**config.mk**
```make
export PLATFORM = sky130hd
export DESIGN_NAME = tv80_bus_ctrl
export DESIGN_NICKNAME = d
export VERILOG_FILES = /design/src/rtl/tv80_pkg.sv /design/src/rtl/tv80_wait_gen.sv /design/src/rtl/tv80_bus_ctrl.sv
export SDC_FILE = /design/constraint.sdc
export NUM_CORES = 1
export LEC_CHECK = 0
export CAP_MARGIN = 40
export CORE_MARGIN = 8
export CORE_UTILIZATION = 58
export CTS_CLUSTER_SIZE = 25
export DETAILED_ROUTE_END_ITERATION = 12
export DONT_BUFFER_PORTS = 1
export MAX_ROUTING_LAYER = met4
export PLACE_DENSITY = 0.74
export SLEW_MARGIN = 20
export SYNTH_ARGS = -nofsm -noshare
export SYNTH_HDL_FRONTEND = slang
export SYNTH_SLANG_ARGS = --single-unit
```
**constraint.sdc**
```tcl
create_clock -name clk -period 1.8 [get_ports clk]
set_clock_uncertainty 0.2 [all_clocks]
set_input_delay 0.36 -clock clk [delete_from_list [all_inputs] [get_ports clk]]
set_output_delay 0.36 -clock clk [all_outputs]
set_load 0.005 [all_outputs]
```
**src/rtl/tv80_pkg.sv**
```systemverilog
// Shared TV80 bus-controller types: cycle classes, T-state bit positions
// and wait-generator state encoding.
package tv80_pkg;

    typedef enum logic [1:0] {
        CYC_M1,
        CYC_MEM,
        CYC_IO
    } cyc_class_e;

    localparam int unsigned T1 = 1;
    localparam int unsigned T2 = 2;
    localparam int unsigned T3 = 3;
    localparam int unsigned T4 = 4;

    typedef enum logic {
        ST_IDLE,
        ST_WAIT
    } wait_state_e;

    function automatic cyc_class_e decode_class(input logic m1, input logic iorq);
        if (m1)
            return CYC_M1;
        else if (iorq)
            return CYC_IO;
        else
            return CYC_MEM;
    endfunction

endpackage

```
**src/rtl/tv80_wait_gen.sv**
```systemverilog
// Internal wait-state generator: stretches T2 by a per-cycle-class count
// and merges the external wait request into the core's wait input.
module tv80_wait_gen
    import tv80_pkg::*;
(
    input  logic       clk_i,
    input  logic       rst_i,
    input  logic       t2_i,
    input  logic [3:0] wait_cnt_i,
    input  logic       ext_wait_n_i,
    output logic       core_wait_n_o,
    output logic       busy_o
);

    wait_state_e state_q;
    logic [3:0]  cnt_q;
    logic        busy_q;

    // WAIT is held at cnt 0 until ext_wait_n rises, so a T2 stretched by the
    // external wait cannot re-arm the internal count on the same cycle.
    always_ff @(posedge clk_i or posedge rst_i) begin
        if (rst_i) begin
            state_q <= ST_IDLE;
            cnt_q   <= '0;
            busy_q  <= 1'b0;
        end else begin
            case (state_q)
                ST_IDLE: begin
                    if (t2_i && (wait_cnt_i != 4'd0)) begin
                        state_q <= ST_WAIT;
                        cnt_q   <= wait_cnt_i - 4'd1;
                        busy_q  <= 1'b1;
                    end
                end
                ST_WAIT: begin
                    if (cnt_q != 4'd0) begin
                        cnt_q <= cnt_q - 4'd1;
                    end else if (ext_wait_n_i) begin
                        state_q <= ST_IDLE;
                        busy_q  <= 1'b0;
                    end
                end
                default: begin
                    state_q <= ST_IDLE;
                    busy_q  <= 1'b0;
                end
            endcase
        end
    end

    assign core_wait_n_o = ext_wait_n_i
                         && !((state_q == ST_WAIT) && (cnt_q != 4'd0))
                         && !((state_q == ST_IDLE) && t2_i && (wait_cnt_i != 4'd0));
    assign busy_o = busy_q;

endmodule

```
**src/rtl/tv80_bus_ctrl.sv**
```systemverilog
// TV80 bus-cycle controller: falling-edge registered Z80 strobes, internal
// wait states per cycle class, M1 refresh and rising-edge read-data latch.
module tv80_bus_ctrl
    import tv80_pkg::*;
#(
    parameter int unsigned DW       = 8,
    parameter int unsigned M1_WAIT  = 0,
    parameter int unsigned MEM_WAIT = 0,
    parameter int unsigned IO_WAIT  = 1,
    parameter int unsigned T2WRITE  = 0,
    parameter int unsigned RFSH_EN  = 1
) (
    input  logic          clk,
    input  logic          reset,
    input  logic [6:0]    mcycle,
    input  logic [6:0]    tstate,
    input  logic          intcycle_n,
    input  logic          no_read,
    input  logic          write,
    input  logic          iorq,
    input  logic          rfsh_n,
    input  logic          ext_wait_n,
    input  logic [DW-1:0] di,
    output logic          core_wait_n,
    output logic          mreq_n,
    output logic          iorq_n,
    output logic          rd_n,
    output logic          wr_n,
    output logic [DW-1:0] di_reg,
    output logic          busy
);

    localparam logic [3:0] M1_W  = 4'(M1_WAIT);
    localparam logic [3:0] MEM_W = 4'(MEM_WAIT);
    localparam logic [3:0] IO_W  = 4'(IO_WAIT);

    cyc_class_e    cls;
    logic [3:0]    wait_sel;
    logic          wr_act;
    logic          mreq_n_d, iorq_n_d, rd_n_d, wr_n_d;
    logic          mreq_n_q, iorq_n_q, rd_n_q, wr_n_q;
    logic [DW-1:0] di_reg_q;
    logic          unused_bits;

    assign unused_bits = ^{mcycle[6:1], tstate[6:5], tstate[0]};

    always_comb begin
        cls = decode_class(mcycle[0], iorq);
        case (cls)
            CYC_M1:  wait_sel = M1_W;
            CYC_IO:  wait_sel = IO_W;
            default: wait_sel = MEM_W;
        endcase
    end

    tv80_wait_gen u_wait_gen (
        .clk_i         (clk),
        .rst_i         (reset),
        .t2_i          (tstate[T2]),
        .wait_cnt_i    (wait_sel),
        .ext_wait_n_i  (ext_wait_n),
        .core_wait_n_o (core_wait_n),
        .busy_o        (busy)
    );

    always_comb begin
        mreq_n_d = 1'b1;
        iorq_n_d = 1'b1;
        rd_n_d   = 1'b1;
        wr_n_d   = 1'b1;
        wr_act   = 1'b0;
        if (cls == CYC_M1) begin
            if (tstate[T1] || tstate[T2]) begin
                rd_n_d   = !intcycle_n;
                mreq_n_d = !intcycle_n;
                iorq_n_d = intcycle_n;
            end else if ((tstate[T3] || tstate[T4]) && (RFSH_EN != 0) && !rfsh_n) begin
                mreq_n_d = 1'b0;
            end
        end else begin
            if ((tstate[T1] || tstate[T2]) && !no_read && !write) begin
                rd_n_d   = 1'b0;
                iorq_n_d = !iorq;
                mreq_n_d = iorq;
            end
            if (write) begin
                if (T2WRITE != 0)
                    wr_act = tstate[T1] || (tstate[T2] && !core_wait_n);
                else
                    wr_act = tstate[T2] && core_wait_n;
            end
            if (wr_act) begin
                wr_n_d   = 1'b0;
                iorq_n_d = !iorq;
                mreq_n_d = iorq;
            end
        end
    end

    always_ff @(negedge clk or posedge reset) begin
        if (reset) begin
            mreq_n_q <= 1'b1;
            iorq_n_q <= 1'b1;
            rd_n_q   <= 1'b1;
            wr_n_q   <= 1'b1;
        end else begin
            mreq_n_q <= mreq_n_d;
            iorq_n_q <= iorq_n_d;
            rd_n_q   <= rd_n_d;
            wr_n_q   <= wr_n_d;
        end
    end

    always_ff @(posedge clk or posedge reset) begin
        if (reset)
            di_reg_q <= '0;
        else if (tstate[T2] && core_wait_n)
            di_reg_q <= di;
    end

    assign mreq_n = mreq_n_q;
    assign iorq_n = iorq_n_q;
    assign rd_n   = rd_n_q;
    assign wr_n   = wr_n_q;
    assign di_reg = di_reg_q;

endmodule
```
# Word-level counts from Yosys, hierarchy flattened

Cells that the tools add are included.

Bits in writable memories: 0
Word-level logic and storage cells: 70
Bits of input ports: 30
Memories: 0
Output and inout bits: 14
Bits in latches: 0
Register bits after elaboration: 18
Memory bits (read-only): 0

Multipliers: 0
Muxes and demuxes: 30
Equality and inequality tests: 5
$lt $le $gt $ge: 0
Divide/modulo/power cells: 0
$add $sub $neg: 2
Shift operators: 0
Bitwise logic cells: 1
Reductions and logical operators: 24

Operators by type and width:

| cell                                              | number |
|---|---|
| two-way mux 1 bit                                 | 23 |
| logical AND 1 bit                                 | 10 |
| two-way mux 4 bit                                 | 2 |
| one-hot mux 4 bit (2 select lines)                | 1 |
| nonzero test 4 bit                                | 2 |
| logical NOT 1 bit                                 | 7 |
| != test 2 bit (second input constant)             | 3 |
| two-way mux 2 bit                                 | 2 |
| one-hot mux 1 bit (2 select lines)                | 2 |
| subtractor 4 x 1 -> 4 bit (second input constant) | 1 |
| AND reduction 3 bit                               | 1 |
| equality test 2 bit (second input constant)       | 1 |
| logical NOT 2 bit                                 | 1 |
| logical OR 1 bit                                  | 2 |
| != test 2 x 1 -> 1 bit (second input constant)    | 1 |
| AND reduction 2 bit                               | 1 |
| subtractor 1 x 1 -> 2 bit (second input constant) | 1 |
| NOT 1 bit                                         | 1 |

# Longest topological paths before layout

Depth after elaboration: 13
Mapped depth: 6
Mapped depth without buffers: 6

# Cells and area by module

Synthesis repeated with hierarchy kept, for this count alone.

Cell total of the unflattened synthesis: 79
Area, all modules: 890.9 sq um

Modules (own cells, without submodules):

| module        | times used | area an instance (sq um) | sequential area each (sq um) | cells each |
|---|---|---|---|---|
| tv80_bus_ctrl | 1          | 499.2                    | 305.3                        | 39 |
| tv80_wait_gen | 1          | 391.6                    | 150.1                        | 40 |

==> flow_summary.json <==
{
  "portBuffers": 0,
  "ant_nets": 0,
  "drive_above_1_share": 0.404,
  "rows": 13,
  "crit_end": "mreq_n",
  "numCtsBuffers": 3,
  "synth_cells": 71,
  "grt_antenna_before_repair": 0,
  "timing.rr.start": "u_wait_gen.cnt_q[0]",
  "dieWidth_um": 53.7,
  "reg2reg_to": "mreq_n",
  "synth_ff_type": "dfrtp_1",
  "failed_checks": "setup timing",
  "dr.pass1.iters": 4,
  "vias_per_cell": 5.89,
  "crit_type": "flop to flop",
  "grt_max_degree": 15,
  "cp-start-kind": "flop",
  "synth_edf_count": 0,
  "largest_reg_flops": 8,
  "syn_avg_cell_area_um2": 11.6,
  "worstPathCellList": "inv_1 > ha_2 > nand4bb_1 > o21ai_2 > nand4_1 > a221o_1",
  "timing.hold.ws_ns": 0.00343,
  "ys_ff_latch": 18,
  "die-area_um2": 2880,
  "synthDistinctLibCells": 25,
  "worst-r2r-setup-slack_ns": -0.74,
  "fp.dieH_um": 53.7,
  "drv_slew": 0,
  "drc": 0,
  "start_util": 0.626,
  "clk_path_buf_depth": 2,
  "ir_drop_mv": 1.16,
  "end_kind": "flop",
  "maxSlewHeadroom": 0.838,
  "slowest_stage": "dfrtp_1",
  "place_ws_ns": -0.688,
  "rsz0062_at_grt": "yes",
  "outcome": "finished, violations left",
  "cp_data_required_time_ns": 0.98,
  "synth_most_common_cell": "dfrtp_1",
  "first_iter_violations": 19,
  "power_mw": 1.70,
  "worstMarginPinSlew_ns": 0.241,
  "cts_tree": "built",
  "drv_cap": 0,
  "crit_path_start": "u_wait_gen.cnt_q[0]",
  "core-area_um2": 1320,
  "cts.sinks": 18,
  "p_leak_nw": 0.485,
  "diodes": 0,
  "first_global_vias": 688,
  "nets": 131,
  "overflow": 0,
  "dp.cells": 97,
  "dp_hpwl_mm": 1.44,
  "reg2reg_depth": 6,
  "cp.depth": 6,
  "vias": 672,
  "cts-root-buf": "clkbuf_4",
  "routed_wl_mm": 2.13,
  "synth_area_leaders": "dfrtp_1 (42%), dfstp_2 (13%), mux2_2 (11%)",
  "yosysTopAreaCellShare": 0.425,
  "ys_seq_area_frac": 0.552,
  "globalRouteTotalUtil": 0.151,
  "async_reset_ff_frac": 1.00,
  "ys_warn_count": 0,
  "synth.top_cells.by_count": "dfrtp_1 (14), mux2_2 (8), o21ai_0 (8), nand2_1 (5)",
  "post-route-util": 0.816,
  "powerDensity_nw_per_um2": 1580,
  "clk_pin_slew_ns": 0.10,
  "grt_pass1_wl_mm": 3.06,
  "clk_latency_ns": 0.30,
  "syn-num-nets": 102,
  "synth_top_area_cell": "dfrtp_1",
  "gp_congestion": 0.827,
  "arrival_ns": 1.72,
  "htree_levels": 1,
  "finalSetupViolations": 16,
  "detail_route.wl_per_cell_um": 18.7,
  "min_path_type": "input pin to flop",
  "slowest_delay_ns": 0.39,
  "finalNonFillerCells": 114,
  "worst_slack_ns": -0.736,
  "synthToLayoutAreaGrowth_pct": 30.3,
  "ioPinCount": 44,
  "cp_num_buf_inv": 1,
  "syn_area_um2": 825,
  "path_delay_family": "compound AO/OA/AOI/OAI gates",
  "cp_max_fo": 2,
  "hold_viol": 0
}
## kinds of logic (layout without fill, tap and decap cells)
logic type	count (synthesis)	count (layout)	share of synthesized area
AO/OA/AOI/OAI	16	16	0.117
AND/OR/NAND/NOR	22	22	0.165
buffers and inverters	4	32	0.0182
flip-flops	18	18	0.552
XOR/XNOR	1	1	0.0106
adder cells (fa/ha/maj)	1	1	0.0152
multiplexers	9	9	0.121
## where the power goes
| part | leakage [nW] | switching, mW | internal (mW) |
|---|---|---|---|
| Sequential | 0.210 | 0.123 | 0.578 |
| Combinational | 0.238 | 0.322 | 0.423 |
| Clock | 0.0363 | 0.153 | 0.0983 |
| Total | 0.485 | 0.598 | 1.10 |
## per-layer routing
metal  wire length, um  global-route usage  up-vias
met3               280              0.0496        9
met2              1030               0.257       43
met5                 0                   -        -
li1                  -                   -      308
met1               779               0.153      312
met4                42              0.0714        0
## through the flow
| step | instance area (um^2) | TNS, ns |
|---|---|---|
| after floorplan | 835 | -2.54 |
| after global placement | 936 | -2.68 |
| after detailed placement | 936 | -2.83 |
| after CTS | 1030 | -4.58 |
| after global routing | 1070 | -6.41 |
| final | 1070 | -5.56 |
## how the worst min path moves through the flow
stage          cells after the start                 to       from
2_1_floorplan                      1          di_reg[0]      reset
3_3_place_gp                       2          di_reg[0]      reset
3_5_place_dp                       2          di_reg[6]      reset
4_1_cts                            1          di_reg[2]      di[2]
5_1_grt                            2  u_wait_gen.busy_o  tstate[2]
6_report                           1          di_reg[5]      di[5]
## cell usage in the layout (no fill, tap or decap), types with 2 or more instances in the layout
cell type	netlist	layout
dfrtp_1	14	14
buf_4	0	14
mux2_2	8	8
inv_1	4	7
dlygate4sd3_1	0	6
o21ai_0	8	5
nand2_1	5	5
nor2_1	4	4
dfstp_2	4	4
a21oi_1	4	3
clkbuf_4	0	3
o21ai_2	1	2
o21ai_1	0	2
nor3_1	3	2
## final cells by class
type	count	area, um^2
inverters	3	11.3
well taps	15	18.8
flip-flops and latches	18	455
clock inverters	4	15.0
repair buffers	21	176
fillers	85	243
multi-input cells	49	372
clock buffers	4	26.3
## timing repair
| item | in CTS | in global routing |
|---|---|---|
| pin swaps | 5 | 3 |
| endpoints found under the setup margin | 15 | 18 |
| hold endpoints to repair | 15 | 4 |
| resized for setup | 2 | 4 |
| setup buffers | 4 | 1 |
| hold buffers | 2 | 4 |
No activity file was read; power rests on OpenSTA's default activity.
